===== src/rtl/byte_stream_ram_loader.sv =====
// Packs a valid/ready byte stream into DATA_W-bit words and writes them to consecutive RAM addresses.
// Latency: a word's write starts the cycle after its final byte and is held until mem_done is sampled.
// Backpressure: byte_ready is high only in COLLECT/DRAIN, so the source stalls while a write is pending.
//
// Optional feature macro: LOADER_VERIFY_EN. When defined, the words are read back after the last write,
// their sum is compared with the sum of the written words, and the verify_ok/verify_err ports exist.
//
// Ports:
//   clk, rst                       clock, asynchronous active-high reset
//   start                          one-cycle pulse, begins a load when idle
//   byte_valid/data/last, byte_ready   input byte stream
//   mem_addr/wdata/rdata/done, mem_cs/we/oe   basic_ram-style RAM port
//   busy, done, word_count, overflow   load status (done is a one-cycle pulse, overflow is sticky)
//   verify_ok, verify_err          readback result, held until the next start (LOADER_VERIFY_EN only)
module byte_stream_ram_loader #(
  parameter int DATA_W     = 32,
  parameter int ADDR_W     = 16,
  parameter int BIG_ENDIAN = 1,
  parameter int BASE_ADDR  = 0,
  parameter int MAX_WORDS  = 1024
) (
  input  logic              clk,
  input  logic              rst,
  input  logic              start,
  input  logic              byte_valid,
  input  logic [7:0]        byte_data,
  input  logic              byte_last,
  output logic              byte_ready,
  output logic [ADDR_W-1:0] mem_addr,
  output logic [DATA_W-1:0] mem_wdata,
  input  logic [DATA_W-1:0] mem_rdata,
  input  logic              mem_done,
  output logic              mem_cs,
  output logic              mem_we,
  output logic              mem_oe,
  output logic              busy,
  output logic              done,
  output logic [ADDR_W-1:0] word_count,
  output logic              overflow
`ifdef LOADER_VERIFY_EN
  ,
  output logic              verify_ok,
  output logic              verify_err
`endif
);

  localparam int NB    = DATA_W / 8;
  localparam int IDX_W = (NB > 1) ? $clog2(NB) : 1;
  localparam logic [ADDR_W-1:0] BASE = ADDR_W'(BASE_ADDR);
  localparam logic [ADDR_W-1:0] MAXW = ADDR_W'(MAX_WORDS);

  typedef enum logic [2:0] {
    S_IDLE,
    S_COLLECT,
    S_WRITE,
    S_DRAIN,
`ifdef LOADER_VERIFY_EN
    S_VERIFY,
`endif
    S_FINISH
  } state_t;

  state_t             state_q, state_d;
  logic [DATA_W-1:0]  buf_q, buf_d;
  logic [IDX_W-1:0]   idx_q, idx_d;
  logic               last_q, last_d;
  logic [ADDR_W-1:0]  word_count_q, word_count_d;
  logic               overflow_q, overflow_d;
  logic               busy_q, busy_d;
  logic               done_q, done_d;
  logic               mem_cs_q, mem_cs_d;
  logic               mem_we_q, mem_we_d;
  logic               mem_oe_q, mem_oe_d;
  logic [ADDR_W-1:0]  mem_addr_q, mem_addr_d;
  logic [DATA_W-1:0]  mem_wdata_q, mem_wdata_d;

`ifdef LOADER_VERIFY_EN
  logic [DATA_W-1:0]  sum_q, sum_d;
  logic [DATA_W-1:0]  rsum_q, rsum_d;
  logic [ADDR_W-1:0]  rd_idx_q, rd_idx_d;
  logic               verify_ok_q, verify_ok_d;
  logic               verify_err_q, verify_err_d;
  logic [DATA_W-1:0]  rsum_nxt;
  logic [ADDR_W-1:0]  rd_idx_nxt;

  assign rsum_nxt   = rsum_q + mem_rdata;
  assign rd_idx_nxt = rd_idx_q + ADDR_W'(1);
`else
  logic unused_rdata;
  assign unused_rdata = ^mem_rdata;
`endif

  logic [DATA_W-1:0] buf_ins;
  logic              go_finish;

  // Pack buffer with the incoming byte dropped into the lane selected by the byte index.
  always_comb begin
    buf_ins = buf_q;
    for (int b = 0; b < NB; b++) begin
      if (idx_q == IDX_W'(b)) begin
        if (BIG_ENDIAN != 0) buf_ins[(NB-1-b)*8 +: 8] = byte_data;
        else                 buf_ins[b*8 +: 8]        = byte_data;
      end
    end
  end

  always_comb begin
    state_d      = state_q;
    buf_d        = buf_q;
    idx_d        = idx_q;
    last_d       = last_q;
    word_count_d = word_count_q;
    overflow_d   = overflow_q;
    busy_d       = busy_q;
    done_d       = 1'b0;
    mem_cs_d     = mem_cs_q;
    mem_we_d     = mem_we_q;
    mem_oe_d     = mem_oe_q;
    mem_addr_d   = mem_addr_q;
    mem_wdata_d  = mem_wdata_q;
    go_finish    = 1'b0;
`ifdef LOADER_VERIFY_EN
    sum_d        = sum_q;
    rsum_d       = rsum_q;
    rd_idx_d     = rd_idx_q;
    verify_ok_d  = verify_ok_q;
    verify_err_d = verify_err_q;
`endif

    case (state_q)
      S_IDLE: begin
        if (start) begin
          word_count_d = '0;
          overflow_d   = 1'b0;
          buf_d        = '0;
          idx_d        = '0;
          last_d       = 1'b0;
          busy_d       = 1'b1;
          state_d      = S_COLLECT;
`ifdef LOADER_VERIFY_EN
          sum_d        = '0;
          verify_ok_d  = 1'b0;
          verify_err_d = 1'b0;
`endif
        end
      end

      S_COLLECT: begin
        if (byte_valid) begin
          last_d = byte_last;
          if ((idx_q == IDX_W'(NB-1)) || byte_last) begin
            if (word_count_q == MAXW) begin
              // Capacity reached: drop this word and swallow the rest of the image.
              overflow_d = 1'b1;
              buf_d      = '0;
              idx_d      = '0;
              if (byte_last) go_finish = 1'b1;
              else           state_d   = S_DRAIN;
            end else begin
              buf_d       = buf_ins;
              mem_addr_d  = BASE + word_count_q;
              mem_wdata_d = buf_ins;
              mem_cs_d    = 1'b1;
              mem_we_d    = 1'b1;
              mem_oe_d    = 1'b0;
              state_d     = S_WRITE;
            end
          end else begin
            buf_d = buf_ins;
            idx_d = idx_q + IDX_W'(1);
          end
        end
      end

      S_WRITE: begin
        if (mem_done) begin
          mem_cs_d     = 1'b0;
          mem_we_d     = 1'b0;
          word_count_d = word_count_q + ADDR_W'(1);
          buf_d        = '0;
          idx_d        = '0;
`ifdef LOADER_VERIFY_EN
          sum_d        = sum_q + mem_wdata_q;
`endif
          if (last_q) begin
`ifdef LOADER_VERIFY_EN
            // Reads start straight away, from the first address of the image.
            rd_idx_d   = '0;
            rsum_d     = '0;
            mem_addr_d = BASE;
            mem_cs_d   = 1'b1;
            mem_oe_d   = 1'b1;
            state_d    = S_VERIFY;
`else
            go_finish  = 1'b1;
`endif
          end else begin
            state_d = S_COLLECT;
          end
        end
      end

`ifdef LOADER_VERIFY_EN
      S_VERIFY: begin
        if (mem_done) begin
          rsum_d   = rsum_nxt;
          rd_idx_d = rd_idx_nxt;
          if (rd_idx_nxt == word_count_q) begin
            mem_cs_d     = 1'b0;
            mem_oe_d     = 1'b0;
            verify_ok_d  = (rsum_nxt == sum_q);
            verify_err_d = (rsum_nxt != sum_q);
            go_finish    = 1'b1;
          end else begin
            mem_addr_d = BASE + rd_idx_nxt;
          end
        end
      end
`endif

      S_DRAIN: begin
        if (byte_valid && byte_last) go_finish = 1'b1;
      end

      S_FINISH: begin
        state_d = S_IDLE;
      end

      default: state_d = S_IDLE;
    endcase

    if (go_finish) begin
      state_d = S_FINISH;
      done_d  = 1'b1;
      busy_d  = 1'b0;
`ifdef LOADER_VERIFY_EN
      // An overflowed image is never read back and always reports an error.
      if (overflow_d) begin
        verify_ok_d  = 1'b0;
        verify_err_d = 1'b1;
      end
`endif
    end
  end

  always_ff @(posedge clk or posedge rst) begin
    if (rst) begin
      state_q      <= S_IDLE;
      buf_q        <= '0;
      idx_q        <= '0;
      last_q       <= 1'b0;
      word_count_q <= '0;
      overflow_q   <= 1'b0;
      busy_q       <= 1'b0;
      done_q       <= 1'b0;
      mem_cs_q     <= 1'b0;
      mem_we_q     <= 1'b0;
      mem_oe_q     <= 1'b0;
      mem_addr_q   <= '0;
      mem_wdata_q  <= '0;
`ifdef LOADER_VERIFY_EN
      sum_q        <= '0;
      rsum_q       <= '0;
      rd_idx_q     <= '0;
      verify_ok_q  <= 1'b0;
      verify_err_q <= 1'b0;
`endif
    end else begin
      state_q      <= state_d;
      buf_q        <= buf_d;
      idx_q        <= idx_d;
      last_q       <= last_d;
      word_count_q <= word_count_d;
      overflow_q   <= overflow_d;
      busy_q       <= busy_d;
      done_q       <= done_d;
      mem_cs_q     <= mem_cs_d;
      mem_we_q     <= mem_we_d;
      mem_oe_q     <= mem_oe_d;
      mem_addr_q   <= mem_addr_d;
      mem_wdata_q  <= mem_wdata_d;
`ifdef LOADER_VERIFY_EN
      sum_q        <= sum_d;
      rsum_q       <= rsum_d;
      rd_idx_q     <= rd_idx_d;
      verify_ok_q  <= verify_ok_d;
      verify_err_q <= verify_err_d;
`endif
    end
  end

  assign byte_ready = (state_q == S_COLLECT) || (state_q == S_DRAIN);
  assign mem_addr   = mem_addr_q;
  assign mem_wdata  = mem_wdata_q;
  assign mem_cs     = mem_cs_q;
  assign mem_we     = mem_we_q;
  assign mem_oe     = mem_oe_q;
  assign busy       = busy_q;
  assign done       = done_q;
  assign word_count = word_count_q;
  assign overflow   = overflow_q;
`ifdef LOADER_VERIFY_EN
  assign verify_ok  = verify_ok_q;
  assign verify_err = verify_err_q;
`endif

endmodule


===== config.mk =====
export PLATFORM = sky130hd
export DESIGN_NAME = byte_stream_ram_loader
export DESIGN_NICKNAME = d
export VERILOG_FILES = /design/src/rtl/byte_stream_ram_loader.sv
export SDC_FILE = /design/constraint.sdc
export NUM_CORES = 1
export LEC_CHECK = 0
export CAP_MARGIN = 20
export CORE_MARGIN = 5
export CORE_UTILIZATION = 54
export DETAILED_ROUTE_END_ITERATION = 7
export PLACE_DENSITY = 0.86
export RECOVER_POWER = 50
export SKIP_LAST_GASP = 1
export SLEW_MARGIN = 25
export SYNTH_ARGS = -nofsm -noshare
export SYNTH_HDL_FRONTEND = slang
export SYNTH_SLANG_ARGS = --single-unit

===== constraint.sdc =====
create_clock -name clk -period 8.8 [get_ports clk]
set_clock_uncertainty 0.1 [all_clocks]
set_input_delay 1.76 -clock clk [delete_from_list [all_inputs] [get_ports clk]]
set_output_delay 1.76 -clock clk [all_outputs]
set_load 0.005 [all_outputs]

==> results of run 1 <==
-- area by class of cell --
class	instances	area, um2	area share (%)
inverter	9	35.0	0.583
timing repair buffer	86	853	14.2
multi-input combinational	231	2130	35.4
clock buffer	10	128	2.12
tap	111	139	2.31
clock inverter	6	75.1	1.25
sequential	106	2650	44.1
-- worst paths after layout --
check                      startpoint  cells past startpoint       endpoint  slack (ps)
max in group asynchronous         rst                      3       buf_q[6]        5010
hold reg to reg             buf_q[22]                      1      buf_q[22]         400
hold / removal              buf_q[22]                      1      buf_q[22]         400
setup reg to reg           state_q[0]                      5  mem_wdata[21]        6120
setup / recovery           byte_valid                      7      buf_q[16]        4740
min in group asynchronous         rst                      2   mem_addr[11]        2110
-- registers in the layout, summed over array words and instances, names as in the netlist --
| signal | flops |
|---|---|
| state_q | 3 |
| mem_addr | 16 |
| overflow | 1 |
| idx_q | 2 |
| mem_wdata | 32 |
| mem_we | 1 |
| last_q | 1 |
| busy | 1 |
| word_count | 16 |
| buf_q | 32 |
| done | 1 |
-- Yosys cell counts (3+ instances only) --
cell,instances
mux2i_1,5
nand4_1,5
xor2_1,11
o21ai_0,6
buf_2,6
and4_1,3
mux2_2,60
clkbuf_1,11
inv_1,9
a21oi_1,3
ha_1,6
xnor2_1,3
nand2_1,5
a32o_1,24
nand3_1,9
mux2_4,20
a22o_1,8
buf_6,3
dfrtp_1,106
and3_1,6
o21ai_1,3
nor2_1,25
-- worst max-delay path, delay by kind of cell --
kind	cells	cell delay (ps)
AOI/OAI and AO/OA	2	500
and+or+nand+nor	2	870
muxes	1	110
buffers and inverters	2	990
-- per-stage QoR --
stage / hold WS, ps / cells
after floorplan: 362 / 370
after global placement: 369 / 543
after detailed placement: 377 / 543
after CTS: 400 / 559
after global routing: 409 / 559
final: 399 / 559
-- logic make-up after synthesis --
kind of cell	count (synthesis)	share of synthesized area [%]
DFF	106	53.7
AOI/OAI and AO/OA	55	9.29
buffers and inverters	33	3.26
muxes	85	20.8
and+or+nand+nor	70	8.96
other	1	0.0759
xor gates and xnor gates	14	2.48
adders and majority gates	6	1.52
-- power by group through the flow --
stage	Sequential [mW]	Clock (mW)	Combinational (mW)
global placement	0.630	0	0.468
detailed placement	0.635	0	0.482
CTS	0.626	0.312	0.487
finish	0.623	0.306	0.462
global route	0.636	0.334	0.502
floorplan	0.615	0	0.311
-- layer usage --
metal,track usage (%),vias to the layer above,routed length [um]
li1,-,1495,-
met1,27.4,1702,4690
met2,34.1,112,5380
met3,3.49,12,542
met4,5.92,0,155
met5,0,-,0
==> metrics.txt, run 1 <==
status=finished, violations left; failing checks=max-capacitance violations, max-slew violations; Die H=~110 um; sequential share of power=44.8%; clk_lat worst skew=between 300 and 400 ps; vias per cell=just under 6; Slew Limit Headroom=-3.84%; number of max-cap violations=1; setup_tns=0 ps; proportion of layout cells with a drive suffix above 1=between 20% and 30%; final instance area=approximately 0.0060 mm2; post-synthesis cell count=370; Detail Placement HPWL=roughly 7300 um; Ant. Diodes=0; Avg Cell Area, Syn=13.4 um2; CP peak stage delay=around 650 ps; Worst-path clk slew=100 ps; Logic pwr share=between 30% and 40%; Tcrit/Tclk final=46.1%; Avg WL per Cell=~19 um; CP max-delay cell=dlygate4sd3_1; most frequent cells in the layout=dfrtp_1, dlygate4sd3_1, mux2_2, nor2_1, a32o_1; worst hold path type=flip-flop to flip-flop; register area share after synthesis=between 50% and 60%; largest net degree at the start of global routing=roughly 70; min Tclk post-route=a little over 4000 ps; Post-Route WL=10800 um; CTS hold repair buffers=0; CTS tree=yes; total CTS buffers=9; crit start category=input pin; chip width=around 110 um; Layout Utilization=between 60% and 70%; root buffer cell=clkbuf_8; number of synthesized flops with an enable pin=0; count of different cell masters after synthesis=48; Final WS setup=approximately 4700 ps; CP Cell Sequence=dlygate4sd3_1, mux2i_1, or2_2, a21oi_2, nor2b_1, buf_4, a32o_1; CTS H-tree lvls=3; io pins=between 100 and 150; Netlist Area Pre-Place=between 0.004 and 0.005 mm2; Pwr Total=1.39 mW; CP Class=input pin to flip-flop; initial core utilization=a little over half; clock power share=~22%; post-synth top area share=around 54%; nets=around 500; NetSw=between 0.4 and 0.5 mW; CTS resizes=0; peak supply drop=0.0948 mV; routability congestion estimate=0.804; DR pass1 iterations=4; CTS sink cnt=106; first-pass GRT wire length=~18000 um; Hold Vio Cnt, Final=0; vias in the first global route=3487; RSZ-0062 raised after global routing=no; Ys Warns=0; antenna violations before repair=0; Pleak=around 2.9 nW; Worst Path Required=8990 ps; Max Fanout on Critical Path=17; core area=around 0.0091 mm2; commonest non-fill, non-tap cell in the layout=dfrtp_1; drt drc=0; setup repair bufs after CTS=0; largest cells by area after synthesis=dfrtp_1, mux2_2, mux2_4; Area growth syn-to-layout=21.6%; Final setup violation count=0; row count=35; post-synth top area cell=dfrtp_1; CP Capture Type=flip-flop; Fmax=around 250 MHz; DRT iter0 DRCs=around 220; total power per unit cell area=about 230 mW/mm2; Sw Share=between 30% and 40%; internal power=0.936 mW; Synth Flop Type=dfrtp_1; gr usage total=20.4%; die footprint=around 0.011 mm2; Slew @ Worst Pin=around 1500 ps; dpl cell area=between 0.005 and 0.006 mm2; Place WS=4510 ps; Port Buffers=83; vias=around 3300; Max Buffers Root-to-Sink=2; fill count=660; GR Overflow Total=0; Final Max Tran Viols=37; ys async rst share=100%; number of synthesized register bits=106; Final ANT Viol Nets=0; Net Count, Synth=about 420; crit path DAT=about 4300 ps
Note: power is estimated with default switching activity, not from simulation.
==> run 2: changes to the inputs <==
--- a/config.mk
+++ b/config.mk
@@ -7,9 +7,9 @@
 export LEC_CHECK = 0
 export CAP_MARGIN = 20
 export CORE_MARGIN = 5
-export CORE_UTILIZATION = 54
+export CORE_UTILIZATION = 45
 export DETAILED_ROUTE_END_ITERATION = 7
-export PLACE_DENSITY = 0.86
+export PLACE_DENSITY = 0.76
 export RECOVER_POWER = 50
 export SKIP_LAST_GASP = 1
 export SLEW_MARGIN = 25
==> constraint.sdc (replaced) <==
create_clock -name clk -period 3.7 [get_ports clk]
set_clock_uncertainty 0.1 [all_clocks]
set_input_delay 0.74 -clock clk [delete_from_list [all_inputs] [get_ports clk]]
set_output_delay 0.74 -clock clk [all_outputs]
set_load 0.005 [all_outputs]
==> run 2 against run 1 <==
  * The flow now finishes without violations
  * Worst setup slack worse by 4000 ps
  * Wire length down 2.8%
  * Non-clock buffer count is 3 higher
  * Die area is 18% higher
  * Global-route usage shrank 3.6 points
  * Core utilization decreased by 10 points
  * Critical path depth unchanged
  * Sequential cell count unchanged
  * Power is 140% higher
  * Critical endpoint is now buf_q[22]
  * Largest power group unchanged
==> metrics.txt, run 2 (same netlist as run 1, synthesis figures left out) <==
status=complete, no violations; Max Buffers Root-to-Sink=2; clk_lat worst skew=approximately 360 ps; Worst-path clk slew=approximately 100 ps; CP Class=flip-flop to flip-flop; Hold Vio Cnt, Final=0; Final WS setup=approximately 780 ps; Slew @ Worst Pin=1190 ps; Reg2Reg Depth=7; dpl cell area=between 0.005 and 0.006 mm2; Port Buffers=83; Final Max Tran Viols=0; core area=between 0.01 and 0.015 mm2; hold worst-path end=buf_q[20]; Post-Route WL=around 10000 um; HP Start=buf_q[20]; root buffer cell=clkbuf_8; most used cell, CP=o21ai_0; Layout Utilization=a little under three fifths; CP Launch Point=word_count[0]; Final ANT Viol Nets=0; CP peak stage delay=roughly 660 ps; most frequent cells in the layout=dfrtp_1, clkdlybuf4s50_1, mux2_2, nor2_1, a32o_1; Avg WL per Cell=17.7 um; Place WS=roughly 670 ps; grt met3 use=between 4 and 5%; met2 global-route usage=between 20% and 30%; peak supply drop=between 0.2 and 0.3 mV; final instance area=just over 0.006 mm2; CTS tree=yes; fill count=a little over 900; RSZ-0062 raised after global routing=no; delay-heaviest family, CP=compound AO/OA/AOI/OAI gates; setup_tns=0 ps; Max Fanout on Critical Path=8; DR pass1 iterations=4; CP Cell Sequence=inv_1, ha_1, nor3b_1, nand4_2, o21ai_0, o21ai_0, a32o_1; total power per unit cell area=544 mW/mm2; Pleak=2.77 nW; Detail Placement HPWL=7190 um; first-pass GRT wire length=17600 um; Area growth syn-to-layout=22.0%; row count=38; Pwr Total=around 3.3 mW; gr busiest metal=met2; buffers and inverters on the worst path=1; min Tclk post-route=2920 ps; CTS resizes=0; GR Overflow Total=0; CTS H-tree lvls=3; Final setup violation count=0; nets=around 500; die footprint=approximately 0.013 mm2; largest net degree at the start of global routing=60; setup repair bufs after CTS=0; crit start category=flip-flop; antenna violations before repair=0; vias per cell=approximately 5.5; met1 usage=a little under a quarter; commonest non-fill, non-tap cell in the layout=dfrtp_1; Sequential cell area=0.00265 mm2; Slew Limit Headroom=approximately a fifth; Tcrit/Tclk final=about four fifths; CTS hold repair buffers=0; io pins=around 120; CP Capture Type=flip-flop; RR Startpoint=word_count[0]; CP max-delay cell=o21ai_0; crit path DAT=3070 ps; initial core utilization=45.8%; Crit Reg-Reg Endpoint=buf_q[22]; DRT iter0 DRCs=between 100 and 150; Fmax=roughly 340 MHz; proportion of layout cells with a drive suffix above 1=approximately a quarter; vias=3272; vias in the first global route=3396; number of max-cap violations=0; hold depth=1; total CTS buffers=9; R2R Setup Slk=approximately 800 ps; Ant. Diodes=0; Die H=115 um; drt drc=0; CTS sink cnt=~110; chip width=115 um; routability congestion estimate=just under 0.8; gr usage total=16.8%; area occupied by multi-input gates=roughly 0.0021 mm2; worst hold path type=flip-flop to flip-flop; Worst Path Required=between 3000 and 4000 ps
==> run 2: worst reg2reg max path, cell delays in order (launching register included) <==
cell	delay (ps)
dfrtp_1	440
inv_1	120
ha_1	150
nor3b_1	310
nand4_2	180
o21ai_0	660
o21ai_0	500
a32o_1	350
==> run 2: per-layer routing <==
metal / vias up / part of all wire, % / wire length [um]
li1: 1501 / - / -
met4: 0 / 1.1 / 115
met5: - / 0 / 0
met1: 1682 / 43 / 4550
met3: 8 / 5.7 / 592
met2: 81 / 50 / 5210
==> run 2: how the worst max path moves through the flow <==
stage	endpoint	slack, ps	cells past startpoint
6_report	buf_q[22]	780	7
5_1_grt	buf_q[22]	520	7
4_1_cts	mem_wdata[28]	970	5
3_5_place_dp	buf_q[22]	670	6
3_3_place_gp	buf_q[20]	730	6
2_1_floorplan	buf_q[0]	70	1
==> run 2: report_power, final <==
part           switching [mW]  internal (mW)
clock network           0.378          0.316
registers               0.142           1.34
logic                   0.518          0.588
==> run 2: layout make-up <==
| class | instances | share of cell area (%) |
|---|---|---|
| sequential | 106 | 44.0 |
| multi-input combinational | 231 | 35.1 |
| inverter | 9 | 0.602 |
| clock inverter | 4 | 0.871 |
| clock buffer | 12 | 2.24 |
| tap | 140 | 2.90 |
| timing repair buffer | 89 | 14.3 |
==> run 2: metrics by stage <==
stage / std cells / hold slack, ps
final: 591 / 396
after global routing: 591 / 409
after CTS: 591 / 399
after detailed placement: 575 / 377
after global placement: 575 / 370
after floorplan: 370 / 362
